### src/rtl/mux_arb_pkg.sv
// ---------------------------------------------------------------------------
// mux_arb_pkg
// Shared types and helpers for the round-robin packet-locking mux arbiter.
//   arb_state_t : arbiter FSM states (idle / locked to one packet owner)
//   rr_pick     : behavioural round-robin winner selection, scanning
//                 ptr, ptr+1, ... modulo n_req, for up to MAX_REQ requesters
// ---------------------------------------------------------------------------
package mux_arb_pkg;

  typedef enum logic {
    ARB_IDLE   = 1'b0,
    ARB_LOCKED = 1'b1
  } arb_state_t;

  localparam int MAX_REQ = 32;
  localparam int PICK_W  = 5;

  // Returns the first requesting index at or after ptr, wrapping at n_req.
  // When nothing is requesting the pointer itself is returned.
  function automatic logic [PICK_W-1:0] rr_pick(
    input logic [MAX_REQ-1:0] req,
    input logic [PICK_W-1:0]  ptr,
    input int                 n_req
  );
    logic [PICK_W-1:0] winner;
    logic [PICK_W-1:0] cand;
    winner = ptr;
    // Scan from the far end back toward ptr so the closest hit wins last.
    for (int k = MAX_REQ - 1; k >= 0; k--) begin
      if (k < n_req) begin
        cand = PICK_W'((int'(ptr) + k) % n_req);
        if (req[cand]) winner = cand;
      end
    end
    return winner;
  endfunction

endpackage

### src/rtl/rr_priority_pick.sv
// ---------------------------------------------------------------------------
// rr_priority_pick
// Combinational round-robin priority picker: rotates the request vector so
// that index ptr sits at bit 0, finds the first set bit, then adds ptr back
// (modulo N_REQ) to recover the absolute winner index.
// Ports:
//   req  in  N_REQ   request vector
//   ptr  in  PTR_W   highest-priority index (must be < N_REQ)
//   any  out 1       at least one request is set
//   idx  out PTR_W   winning index (only meaningful when any=1)
// ---------------------------------------------------------------------------
module rr_priority_pick
  import mux_arb_pkg::*;
#(
  parameter int N_REQ = 4,
  parameter int PTR_W = $clog2(N_REQ)
) (
  input  logic [N_REQ-1:0] req,
  input  logic [PTR_W-1:0] ptr,
  output logic             any,
  output logic [PTR_W-1:0] idx
);

  localparam logic [PTR_W:0] N_WIDE = (PTR_W + 1)'(N_REQ);

  logic [N_REQ-1:0] rotated;
  logic [PTR_W-1:0] offset;
  logic [PTR_W:0]   sum;

  assign any = |req;

  // Shifting the doubled vector right by ptr is a rotate; the cast keeps
  // the low N_REQ bits, which hold req[ptr], req[ptr+1], ... wrapped.
  assign rotated = N_REQ'({req, req} >> ptr);

  // Find-first-set on the rotated vector: lowest set bit is the offset of
  // the winner from ptr.
  always_comb begin
    offset = '0;
    for (int j = N_REQ - 1; j >= 0; j--) begin
      if (rotated[j]) offset = PTR_W'(j);
    end
  end

  // Undo the rotation with a modulo-N_REQ add that also works when N_REQ
  // is not a power of two.
  always_comb begin
    sum = {1'b0, ptr} + {1'b0, offset};
    if (sum >= N_WIDE) sum = sum - N_WIDE;
    idx = sum[PTR_W-1:0];
  end

endmodule

### src/rtl/mux_rr_arbiter.sv
// ---------------------------------------------------------------------------
// mux_rr_arbiter
// Round-robin, packet-locking arbiter driving the select of an N:1 beat mux.
// A requester is granted in IDLE and keeps the grant until its last beat is
// accepted downstream; priority then moves to the next index.
// Ports:
//   clk, rst_n          clock (rising edge), async active-low reset
//   req_valid/last      per-requester beat valid and end-of-packet
//   req_data            flattened beats, requester i at [i*DATA_W +: DATA_W]
//   req_ready           per-requester accept (only the owner can be ready)
//   out_valid/data/last muxed beat toward the single consumer
//   out_ready           consumer accept
//   grant               one-hot current owner, zero when idle
//   busy                high while a packet owns the channel
// ---------------------------------------------------------------------------
module mux_rr_arbiter #(
  parameter int N_REQ  = 4,
  parameter int DATA_W = 8
) (
  input  logic                    clk,
  input  logic                    rst_n,
  input  logic [N_REQ-1:0]        req_valid,
  input  logic [N_REQ*DATA_W-1:0] req_data,
  input  logic [N_REQ-1:0]        req_last,
  output logic [N_REQ-1:0]        req_ready,
  output logic                    out_valid,
  output logic [DATA_W-1:0]       out_data,
  output logic                    out_last,
  input  logic                    out_ready,
  output logic [N_REQ-1:0]        grant,
  output logic                    busy
);

  import mux_arb_pkg::*;

  localparam int               PTR_W     = $clog2(N_REQ);
  localparam logic [PTR_W-1:0] LAST_IDX  = PTR_W'(N_REQ - 1);
  localparam logic [N_REQ-1:0] ONE_HOT_0 = N_REQ'(1);

  arb_state_t       state, state_next;
  logic [N_REQ-1:0] grant_next;
  logic [PTR_W-1:0] ptr, ptr_next;
  logic [PTR_W-1:0] owner_idx;
  logic             pick_any;
  logic [PTR_W-1:0] pick_idx;
  logic             last_accept;

  rr_priority_pick #(
    .N_REQ (N_REQ),
    .PTR_W (PTR_W)
  ) u_pick (
    .req (req_valid),
    .ptr (ptr),
    .any (pick_any),
    .idx (pick_idx)
  );

  // Binary index of the current owner, needed to advance the pointer past it.
  always_comb begin
    owner_idx = '0;
    for (int i = 0; i < N_REQ; i++) begin
      if (grant[i]) owner_idx = PTR_W'(i);
    end
  end

  // Output mux selected purely by the registered grant; with no grant every
  // output stays zero, so an async reset clears them without a clock edge.
  always_comb begin
    out_valid = 1'b0;
    out_data  = '0;
    out_last  = 1'b0;
    req_ready = '0;
    for (int i = 0; i < N_REQ; i++) begin
      if (grant[i] && state == ARB_LOCKED) begin
        out_valid    = req_valid[i];
        out_data     = req_data[i*DATA_W +: DATA_W];
        out_last     = req_last[i];
        req_ready[i] = out_ready;
      end
    end
  end

  assign last_accept = out_valid && out_ready && out_last;
  assign busy        = (state == ARB_LOCKED);

  // Next-state logic: arbitrate only in IDLE, release only on an accepted
  // last beat. Requests arriving alongside that last beat wait for the
  // following IDLE cycle.
  always_comb begin
    state_next = state;
    grant_next = grant;
    ptr_next   = ptr;
    case (state)
      ARB_IDLE: begin
        if (pick_any) begin
          state_next = ARB_LOCKED;
          grant_next = ONE_HOT_0 << pick_idx;
        end
      end
      ARB_LOCKED: begin
        if (last_accept) begin
          state_next = ARB_IDLE;
          grant_next = '0;
          ptr_next   = (owner_idx == LAST_IDX) ? '0 : owner_idx + PTR_W'(1);
        end
      end
      default: begin
        state_next = ARB_IDLE;
        grant_next = '0;
      end
    endcase
  end

  // State, grant and pointer registers.
  always_ff @(posedge clk or negedge rst_n) begin
    if (!rst_n) begin
      state <= ARB_IDLE;
      grant <= '0;
      ptr   <= '0;
    end else begin
      state <= state_next;
      grant <= grant_next;
      ptr   <= ptr_next;
    end
  end

endmodule

### config.mk
export PLATFORM = sky130hd
export DESIGN_NAME = mux_rr_arbiter
export DESIGN_NICKNAME = d
export VERILOG_FILES = /design/src/rtl/mux_arb_pkg.sv /design/src/rtl/rr_priority_pick.sv /design/src/rtl/mux_rr_arbiter.sv
export SDC_FILE = /design/constraint.sdc
export NUM_CORES = 1
export LEC_CHECK = 0
export BUFFER_PORTS_ARGS = -buffer_cell sky130_fd_sc_hd__buf_2
export CAP_MARGIN = 20
export CORE_MARGIN = 10
export CORE_UTILIZATION = 42
export CTS_CLUSTER_DIAMETER = 100
export DETAILED_ROUTE_END_ITERATION = 16
export GPL_TIMING_DRIVEN = 0
export PLACE_DENSITY = 0.8
export SLEW_MARGIN = 5
export SYNTH_ARGS = -nofsm -noshare
export SYNTH_HDL_FRONTEND = slang
export SYNTH_SLANG_ARGS = --single-unit
### constraint.sdc
create_clock -name clk -period 1.9 [get_ports clk]
set_input_delay 0.19 -clock clk [delete_from_list [all_inputs] [get_ports clk]]
set_output_delay 0.19 -clock clk [all_outputs]
set_load 0.1 [all_outputs]
==> impl_metrics.yaml <==
status:
  status: "complete, but fails checks"
  violations: "negative setup slack"
placed_design:
  place_congestion: 0.875
  place_area_sq_mm: 0.00133
  port_buffers: 61
  post-place-cells: 218
  hpwl_um: 2820
worst_setup_path:
  worst_setup_path_end_kind: "output pin"
  crit_required_ns: 1.71
  rr_worst_depth: 7
  r2r_start: "grant[1]"
  cp_cell_sequence: "buf_4 -> nand3b_1 -> a21oi_1 -> a21oi_1 -> o21ai_1 -> and2_4 -> buf_12"
  critical_path.max_fanout: 5
  cp.arrival_ns: 1.83
  critPathMaxStageDelay_ns: 0.49
  startpoint: "grant[1]"
  cp_num_cells: 7
  reg2reg_slack_ns: -0.01
  slowest_stage: "dfrtp_4"
  path_class: "reg -> out"
  crit_buf_inv: 2
  crit_path_start_kind: "register"
  critPathMostFrequentCell: "a21oi_1"
  crit_family: "flip-flops"
cts:
  clk_latency_ns: 0.26
  clkTransAtPathRegs_ns: 0.06
  clock_path_buffers: 2
  cts-root-buf: "clkbuf_4"
  clock_sinks: 7
  htreeDepth: 1
  cts_tree: "built"
  cts_buffers: 3
die:
  fp.dieH_um: 67.2
  pin_count: 62
  initial_core_util_pct: 43.1
  core_area_sq_mm: 0.00217
  rows: 17
  die-area_sq_mm: 0.00452
  fp.dieW_um: 67.2
detailed_routing:
  drtIter0Drc: 176
  dr.pass1.iters: 4
  post_drt_wl_per_cell_um: 18.4
  ant_nets: 0
  num_vias: 1354
  vias_per_cell: 5.91
  drc: 0
  totalWireLength_um: 4230
layout:
  finalNetCount: 246
  utilization_pct: 75.5
  multiInputGateArea_sq_um: 761
  fill_cells: 162
  regArea_sq_um: 189
  diodes: 0
  final_cells: 229
  fin_area_sq_mm: 0.00164
  area_delta_synth_final_pct: 75.0
  drive_above_1_share_pct: 57.2
synth:
  ys_top_cells_by_count: "20 x nand2_1, 16 x a21oi_1, 9 x o21ai_0, 8 x nor2_1, 7 x dfrtp_1"
  yosysWarnings: 0
  synth_cells: 129
  yosys.area.top_type: "dfrtp_1"
  yosys-top-cells-area: "dfrtp_1 19%, a21oi_1 8.6%, nand2_1 8.0%"
  synth_area_sq_um: 936
  synth-seq-cells: 7
  synth_nets: 173
  yosys_most_used_dff: "dfrtp_1"
  seq_area_frac_synth_pct: 18.7
  avgSynthCellArea_sq_um: 7.26
  yosysMostFrequentCell: "nand2_1"
  synth_top_area_share_pct: 18.7
  synth-edff-count: 0
  synth_cell_types: 43
  ys_async_sr_fraction_pct: 100
global_routing:
  grt_pass1_wl_um: 5800
  gr-total-overflow: 0
  grt_antenna_before_repair: 0
  grt_use_total_pct: 16.0
  grt_max_degree: 11
  first_global_vias: 1229
timing:
  tightest_slew_ns: 0.493
  final.min_clock_period_ns: 2.02
  slew_headroom_pct: 66.6
  setup_viol: 9
  drv_slew: 0
  rsz0062_at_grt: "true"
  setup_ws_ns: -0.118
  fin_tns_setup_ns: -0.538
  fin_skew_ns: 0.00753
  fin_crit_sh_pct: 106
  fmax_ghz: 0.496
  finalHoldViolCount: 0
flow_run:
  maxCapViolations: 0
hold_path:
  worstHoldPathType: "in -> async"
==> cell usage in the layout (no fill, tap or decap), types with 2 or more instances in the layout <==
cell | synthesis | routed
o21ai_0 | 9 | 2
buf_2 | 3 | 50
dfrtp_4 | 0 | 3
dfrtp_1 | 7 | 2
a221oi_2 | 1 | 2
a21oi_1 | 16 | 10
o21ai_1 | 0 | 7
nand2_1 | 20 | 20
buf_4 | 1 | 7
o32ai_1 | 2 | 2
a21oi_2 | 1 | 7
inv_1 | 5 | 5
nor3_2 | 0 | 2
nand3_1 | 2 | 2
and2_4 | 0 | 6
and3_2 | 1 | 5
clkbuf_1 | 3 | 2
nor2_1 | 8 | 6
dfrtp_2 | 0 | 2
nand2b_1 | 2 | 2
nand3b_1 | 6 | 6
o22ai_1 | 3 | 3
clkbuf_4 | 0 | 4
buf_6 | 4 | 8
buf_12 | 0 | 8
==> path summary, 6_finish.rpt <==
check / to
setup / recovery: out_data[3]
max in group asynchronous: grant[0]
hold / removal: ptr[1]
min in group clk: busy
setup reg to reg: ptr[0]
hold reg to reg: ptr[1]
==> cell families (layout without fill, tap and decap cells) <==
family	after synthesis	in the layout	synth area share [%]
mux	2	2	2.67
compound gates	43	43	30.4
buf+inv	16	88	10.4
flops	7	7	18.7
fa+ha+maj	1	1	1.34
simple gates	58	58	34.6
xor+xnor	2	2	1.87
==> layout make-up <==
cell class | count | share of cell area, %
inverter | 5 | 1.15
clock buffer | 4 | 1.60
sequential | 7 | 11.5
tap | 28 | 2.14
timing repair buffer | 68 | 30.8
buffer | 11 | 6.34
multi-input combinational | 106 | 46.4
==> metal layers <==
layer / track usage (%) / vias up / share of wire [%]
met5: 0 / - / 0
met4: 8.21 / 0 / 4.4
met3: 4.46 / 22 / 12
met2: 28.4 / 102 / 51
met1: 16.7 / 622 / 33
li1: - / 608 / -
==> per-stage QoR <==
step,setup slack (ns),hold WS (ns)
floorplan,-1.09,-0.106
global placement,-0.101,0.0286
detailed placement,-0.158,0.0287
CTS,-0.0608,0.284
global route,-0.233,0.302
finish,-0.118,0.286
==> worst reg2reg max path, stage by stage (launching register included) <==
cell	delay, ns
dfrtp_4	0.49
buf_4	0.15
nor2b_4	0.17
a221oi_2	0.10
o41ai_4	0.27
and2b_1	0.19
buf_6	0.13
mux2_4	0.30
==> timing repair <==
| action | CTS | global route |
|---|---|---|
| gates resized for setup | 51 | 17 |
| hold buffers | 1 | 0 |
| setup endpoints to repair | 12 | 13 |
| pin swaps | 5 | 6 |
| cloned | 1 | 0 |
| buffers inserted | 2 | 3 |
| hold endpoints to repair | 7 | 0 |
==> flip-flops by register name, summed over array words and instances, names as in the netlist <==
name	count
grant	4
ptr	2
busy	1
Power is not shown: default switching activity piles up to over one toggle a cycle in this logic, so the estimate is an artifact.
